===== src/rtl/shift_reg_pkg.sv =====
// Shared constants and index helpers for the shift-register bank.
// Pure definitions: no logic, no latency, no flow control.
package shift_reg_pkg;

  localparam logic DIR_UP   = 1'b0;  // stage j -> j+1, input at stage 0
  localparam logic DIR_DOWN = 1'b1;  // stage j+1 -> j, input at stage DEPTH-1

  localparam int DEF_WIDTH = 4;
  localparam int DEF_DEPTH = 4;

  // Bit position of (lane, stage) in the lane-major output vector.
  function automatic int lane_idx(input int lane, input int stage, input int depth);
    return depth * lane + stage;
  endfunction

endpackage


===== src/rtl/shift_lane.sv =====
// One bit lane of DEPTH stages with parallel load, bidirectional shift and rotate.
// State updates on the clock edge; no flow control, load has priority over shift.
module shift_lane
  import shift_reg_pkg::*;
#(
  parameter int DEPTH = DEF_DEPTH
) (
  input  logic             clk,
  input  logic             rst,
  input  logic             ser_in,
  input  logic             load,
  input  logic [DEPTH-1:0] load_vec,
  input  logic             shift_en,
  input  logic             dir,
  input  logic             rotate,
  output logic [DEPTH-1:0] q
);

  logic up_in;
  logic down_in;

  // In rotate mode the input stage takes whichever end stage would be discarded.
  assign up_in   = rotate ? q[DEPTH-1] : ser_in;
  assign down_in = rotate ? q[0]       : ser_in;

  always_ff @(posedge clk or posedge rst) begin
    if (rst) begin
      q <= '0;
    end else if (load) begin
      q <= load_vec;
    end else if (shift_en) begin
      if (dir == DIR_UP) begin
        q <= {q[DEPTH-2:0], up_in};
      end else begin
        q <= {down_in, q[DEPTH-1:1]};
      end
    end
  end

endmodule


===== src/rtl/shift_reg_bank.sv =====
// WIDTH-lane shift-register bank with fill tracking and transposed/raw output views.
// Outputs register the pre-edge stage array (1 cycle latency); no backpressure.
module shift_reg_bank
  import shift_reg_pkg::*;
#(
  parameter  int WIDTH = DEF_WIDTH,
  parameter  int DEPTH = DEF_DEPTH,
  localparam int CNT_W = $clog2(DEPTH + 1)
) (
  input  logic                   clk,
  input  logic                   rst,
  input  logic                   shift_en,
  input  logic                   dir,
  input  logic                   rotate,
  input  logic                   load,
  input  logic [WIDTH*DEPTH-1:0] load_data,
  input  logic [WIDTH-1:0]       data_i,
  input  logic                   out_en,
  output logic [WIDTH*DEPTH-1:0] data_o,
  output logic [WIDTH*DEPTH-1:0] ind,
  output logic [CNT_W-1:0]       fill,
  output logic                   full
);

  localparam logic [CNT_W-1:0] FILL_MAX = CNT_W'(DEPTH);

  logic [DEPTH-1:0]       lane_q   [WIDTH];
  logic [DEPTH-1:0]       lane_ld  [WIDTH];
  logic [WIDTH*DEPTH-1:0] lane_view;
  logic [WIDTH*DEPTH-1:0] stage_view;

  for (genvar i = 0; i < WIDTH; i++) begin : g_lane
    for (genvar j = 0; j < DEPTH; j++) begin : g_stage
      assign lane_ld[i][j]                    = load_data[WIDTH*j+i];
      assign stage_view[WIDTH*j+i]            = lane_q[i][j];
      assign lane_view[lane_idx(i, j, DEPTH)] = lane_q[i][j];
    end

    shift_lane #(
      .DEPTH(DEPTH)
    ) u_lane (
      .clk      (clk),
      .rst      (rst),
      .ser_in   (data_i[i]),
      .load     (load),
      .load_vec (lane_ld[i]),
      .shift_en (shift_en),
      .dir      (dir),
      .rotate   (rotate),
      .q        (lane_q[i])
    );
  end

  // Rotation only recirculates existing stages, so it never changes the fill level.
  always_ff @(posedge clk or posedge rst) begin
    if (rst) begin
      fill <= '0;
    end else if (load) begin
      fill <= FILL_MAX;
    end else if (shift_en && !rotate && (fill != FILL_MAX)) begin
      fill <= fill + CNT_W'(1);
    end
  end

  assign full = (fill == FILL_MAX);

  always_ff @(posedge clk or posedge rst) begin
    if (rst) begin
      data_o <= '0;
      ind    <= '0;
    end else begin
      data_o <= out_en ? lane_view : '0;
      ind    <= stage_view;
    end
  end

endmodule


===== config.mk =====
export PLATFORM = sky130hd
export DESIGN_NAME = shift_reg_bank
export DESIGN_NICKNAME = d
export VERILOG_FILES = /design/src/rtl/shift_reg_pkg.sv /design/src/rtl/shift_lane.sv /design/src/rtl/shift_reg_bank.sv
export SDC_FILE = /design/constraint.sdc
export NUM_CORES = 1
export LEC_CHECK = 0
export BUFFER_PORTS_ARGS = -buffer_cell sky130_fd_sc_hd__buf_2
export CORE_ASPECT_RATIO = 1.4
export CORE_MARGIN = 1
export CORE_UTILIZATION = 45
export DETAILED_ROUTE_END_ITERATION = 12
export PLACE_DENSITY = 0.8
export SETUP_SLACK_MARGIN = 0.1
export SLEW_MARGIN = 20
export SYNTH_ARGS = -nofsm -noshare
export SYNTH_HDL_FRONTEND = slang
export SYNTH_SLANG_ARGS = --single-unit

===== constraint.sdc =====
create_clock -name clk -period 1.4 [get_ports clk]
set_input_delay 0.14 -clock clk [delete_from_list [all_inputs] [get_ports clk]]
set_output_delay 0.14 -clock clk [all_outputs]
set_load 0.05 [all_outputs]

---- Yosys cells after proc, flatten, opt, wreduce, memory -nomap -nowiden ----
Cells that the tools add are included.
storage, ports and cells
  flip-flop bits (word level) ............. 51
  latch bits .............................. 0
  memory bits (read-only) ................. 0
  logic and storage cells ................. 38
  memory bits (writable) .................. 0
  output and inout bits ................... 36
  memories kept ........................... 0
cells by class
  shift operators ......................... 0
  divide/modulo/power cells ............... 0
  muxes and demuxes ....................... 23
  bitwise gates (word level) .............. 0
  order comparisons ....................... 0
  add/subtract/negate cells ............... 1
  $mul .................................... 0
  reduce and logical (&&, ||, !) cells .... 5
  equal/unequal tests ..................... 2
operator list
  cell                                                           count
  4-bit two-way mux                                              12
  16-bit two-way mux                                             1
  1-bit two-way mux                                              8
  3-bit two-way mux                                              2
  2-bit nonzero test                                             2
  3-bit by 1-bit adder with 3-bit output, second input constant  1
  3-bit equality test, second input constant                     1
  3-bit inequality test, second input constant                   1
  1-bit logical AND                                              2
  1-bit zero test                                                1

---- Depth between registers and ports, before layout ----
  depth after elaboration ................. 5
  mapped depth ............................ 6
  mapped depth without buffers ............ 6

---- By module ----
From an unflattened synthesis, not the netlist that was laid out.
second synthesis, totals
  cell total of the unflattened synthesis .. 181
  area total of the unflattened synthesis .. 2,115.8 um^2
by module, submodules not included
  module          cells each  times used  area an instance (um^2)
  shift_reg_bank  69          1           1,109.8
  shift_lane      28          4           251.5

---- Worst setup path before layout ----
Ideal clock, no wire load.
  path type ............................... flip-flop to flip-flop
  start point ............................. reg fill[0]
  end point ............................... reg fill[1]
  arrival ................................. 1.574 ns
  path slack .............................. -0.310 ns
  stages on the path, launching flop included .. 7
  data required time ...................... 1.264 ns
  buffers on the path ..................... 0
  clock period less this slack ............ 1.710 ns
  setup time .............................. 0.136 ns
  cell sequence ........................... dfrtp_1 -> inv_1 -> ha_1 -> nand2_1 -> inv_1 -> o21ai_0 -> a21oi_1
on the way
  cells in the longest elaborated chain, start to end .. 3
RTL lines
  element                                                                                 line                                        source
  start, declared                                                                         shift_reg_bank.sv:21                        output logic [CNT_W-1:0] fill,
  start signal, assigned                                                                  shift_reg_bank.sv:61                        fill <= fill + CNT_W'(1);
  3-bit by 1-bit adder with 3-bit output / 3-bit inequality test (equally long branches)  shift_reg_bank.sv:61, shift_reg_bank.sv:60
  3-bit two-way mux / 1-bit logical AND (equally long branches)                           shift_reg_bank.sv:60                        end else if (shift_en && !rotate && (fill != FILL_MAX)) begin
  3-bit two-way mux / 2-bit nonzero test (equally long branches)                          -
Parallel ways exist; a longest one is shown, timed or not. The select of a mux whose other input is x is not followed.
A chain may end at the register's enable or synchronous reset.

---- Worst setup path in the final report ----
  start point ............................. reg fill[1]
  end point ............................... out full
on the way
  cells in the longest elaborated chain, start to end .. 1
RTL lines
  element              line                  source
  3-bit equality test  shift_reg_bank.sv:65  assign full = (fill == FILL_MAX);
  end, declared        shift_reg_bank.sv:22  output logic full
Every way passes these cells.

==> impl_metrics.json <==
{
  "worstPathCellList": "inv_2 > ha_4 > nand2_4 > clkinvlp_4 > buf_8",
  "cts_num_sinks": 51,
  "status": "finished, final reports clean",
  "drt_iter0_drc": 22,
  "worstSetupEndpointType": "output pin",
  "min_path_cells": 2,
  "setup_viol": 0,
  "dp_slack_ns": 0.170,
  "ys_top_cells_by_area": "dfrtp_1 (61%), and2_1 (4.8%), a211oi_2 (4.2%), mux2i_1 (3.8%), a211oi_1 (3.2%)",
  "yosys_warnings": 0,
  "yosysTopAreaCell": "dfrtp_1",
  "crit_path_max_incr_delay_ns": 0.43,
  "drive_above_1_share": 0.396,
  "drc": 0,
  "fin_skew_ns": 0.00424,
  "drv_slew": 0,
  "synth_common_cells": "dfrtp_1 (51), and2_1 (16), a211oi_1 (9), nand2_1 (9), nor2_1 (9)",
  "crit_required_ns": 1.26,
  "yosysTopAreaCellShare": 0.612,
  "crit_family": "flip-flops",
  "layout_min_cycle_time_ns": 1.36,
  "rsz0062_at_grt": "yes",
  "grt_max_degree": 30,
  "worst_pin_slew_ns": 0.531,
  "rr_endpoint": "fill[1]",
  "hold_path_class": "in -> reg",
  "dieWidth_um": 59.5,
  "portBuffers": 62,
  "die_h_um": 82.5,
  "finalCritPeriodShare": 0.973,
  "ys.flop_type": "dfrtp_1",
  "r2r_start": "fill[1]",
  "setup_tns_ns": 0,
  "ys_types": 27,
  "nNetsFinal": 268,
  "wl_per_cell_um": 14.5,
  "avgSynthCellArea_um2": 12.3,
  "instances_no_fill": 300,
  "core-area_um2": 4340,
  "fin_ws_ns": 0.0372,
  "dp.cells": 285,
  "fin_area_um2": 2630,
  "path_class": "reg -> out",
  "viasPerCell": 5.01,
  "yosysSeqAreaShare": 0.612,
  "clock_path_buffers": 2,
  "startpoint": "fill[1]",
  "clkLatencyLatePin_ns": 0.30,
  "cts_inserted_buffers": 5,
  "maxCapViolCount": 0,
  "htreeDepth": 2,
  "r2r_setup_slack_ns": 0.17,
  "rows": 28,
  "vias": 1503,
  "cts_tree": "built",
  "yosysMostFrequentCell": "dfrtp_1",
  "drtAntennaViolNets": 0,
  "antenna_found_initial": 0,
  "p_total_mw": 3.19,
  "globalplace.congestion": 0.724,
  "syn_nets": 199,
  "ff2ff_path_depth": 7,
  "first_pass_iters": 3,
  "p_leak_nw": 1.30,
  "hp-start": "load_data[11]",
  "max_slew_margin": 0.645,
  "grt_overflow_total": 0,
  "critPathLaunchType": "register",
  "power_density_nw_per_um2": 1210,
  "start_util": 0.480,
  "die_area_um2": 4910,
  "async_reset_ff_frac": 1.00,
  "hold_violations": 0,
  "routed_wl_um": 4360,
  "synth_area_um2": 2080,
  "ys_seq_elements": 51,
  "clk_pin_slew_worst_paths_ns": 0.09,
  "boundaryPins": 63,
  "synth_edf_count": 0,
  "critPathMaxFanout": 2,
  "grt_pass1_wl_um": 7030,
  "place_area_um2": 2490,
  "netlist_instances": 170,
  "antenna_cells": 0,
  "grtUsageTotal": 0.197,
  "dp_hpwl_um": 3030,
  "cp_num_buf_inv": 3,
  "worstPathArrival_ns": 1.22,
  "vdd_drop_max_uv": 543,
  "grt_pass1_vias": 1517,
  "slowest_stage": "dfrtp_2",
  "root_buffer": "clkbuf_8",
  "synthToLayoutAreaGrowth_pct": 26.3,
  "clock.fmax_mhz": 734,
  "hold_end": "g_lane[3].u_lane.q[2]"
}
-- repair_timing --
action | CTS | global route
hold buffers | 1 | 0
setup endpoints to repair | 1 | 2
buffers inserted | 5 | 1
gates resized for setup | 3 | 0
hold endpoints to repair | 22 | 0
pin swaps | 1 | 1
-- cell usage in the layout, fill, tap and decap left out, types with 4 or more instances in the layout --
cell type  synthesis  layout
dfrtp_1           51      49
o31ai_1            8       8
nor2b_1            5       5
a21o_1             8       8
a211oi_1           9       9
nand2_1            9       8
buf_4              2       8
a211oi_2           7       7
o22ai_1            5       5
o21ai_1            2       4
buf_2              4      61
nor2_1             9       9
clkbuf_8           0       5
and2_1            16      16
mux2i_1            8       8
-- layer usage --
metal  part of all wire  GRT usage  up-vias
met3              0.037     0.0405        9
met5                  0          0        -
met4              0.017     0.0860        0
met2               0.55      0.353       40
li1                   -          -      730
met1               0.40      0.224      724
-- sequential cells by signal, indices dropped and copies added (netlist names) --
| name | cells |
|---|---|
| ind | 16 |
| g_lane.u_lane.q | 16 |
| fill | 3 |
| data_o | 16 |
-- logic make-up after synthesis --
family                     Yosys count  share of synthesized area
DFF                                 51                      0.612
and+or+nand+nor                     47                      0.120
AOI/OAI and AO/OA                   45                      0.173
buffers and inverters               17                     0.0438
muxes                                8                     0.0384
adders and majority gates            2                     0.0120
-- power breakdown --
group | internal (mW) | switching [mW]
clock | 0.352 | 0.453
sequential | 1.60 | 0.0823
combinational | 0.202 | 0.496
total | 2.15 | 1.03
-- worst max path at each step --
stage	cells after the start	end	slack, ns
2_1_floorplan	6	fill[0]	-0.10
3_3_place_gp	4	g_lane[2].u_lane.q[3]	0.24
3_5_place_dp	4	g_lane[2].u_lane.q[3]	0.17
4_1_cts	5	full	0.05
5_1_grt	5	full	-0.01
6_report	5	full	0.04
-- cell type report --
cell class / count / area [um2]
timing repair buffer: 73 / 430
sequential: 51 / 1280
fill: 389 / 1710
tap: 60 / 75.1
inverter: 6 / 30.0
multi-input combinational: 102 / 737
clock buffer: 7 / 76.3
clock inverter: 1 / 5.00
-- stage by stage --
| stage | util | hold WS, ns |
|---|---|---|
| 5_1_grt | 0.606 | 0.0383 |
| 4_1_cts | 0.604 | 0.0369 |
| 3_3_place_gp | 0.572 | 0.208 |
| 2_1_floorplan | - | 0.189 |
| 6_report | 0.606 | 0.0389 |
| 3_5_place_dp | 0.572 | 0.209 |
No activity file was read; power rests on OpenSTA's default activity.
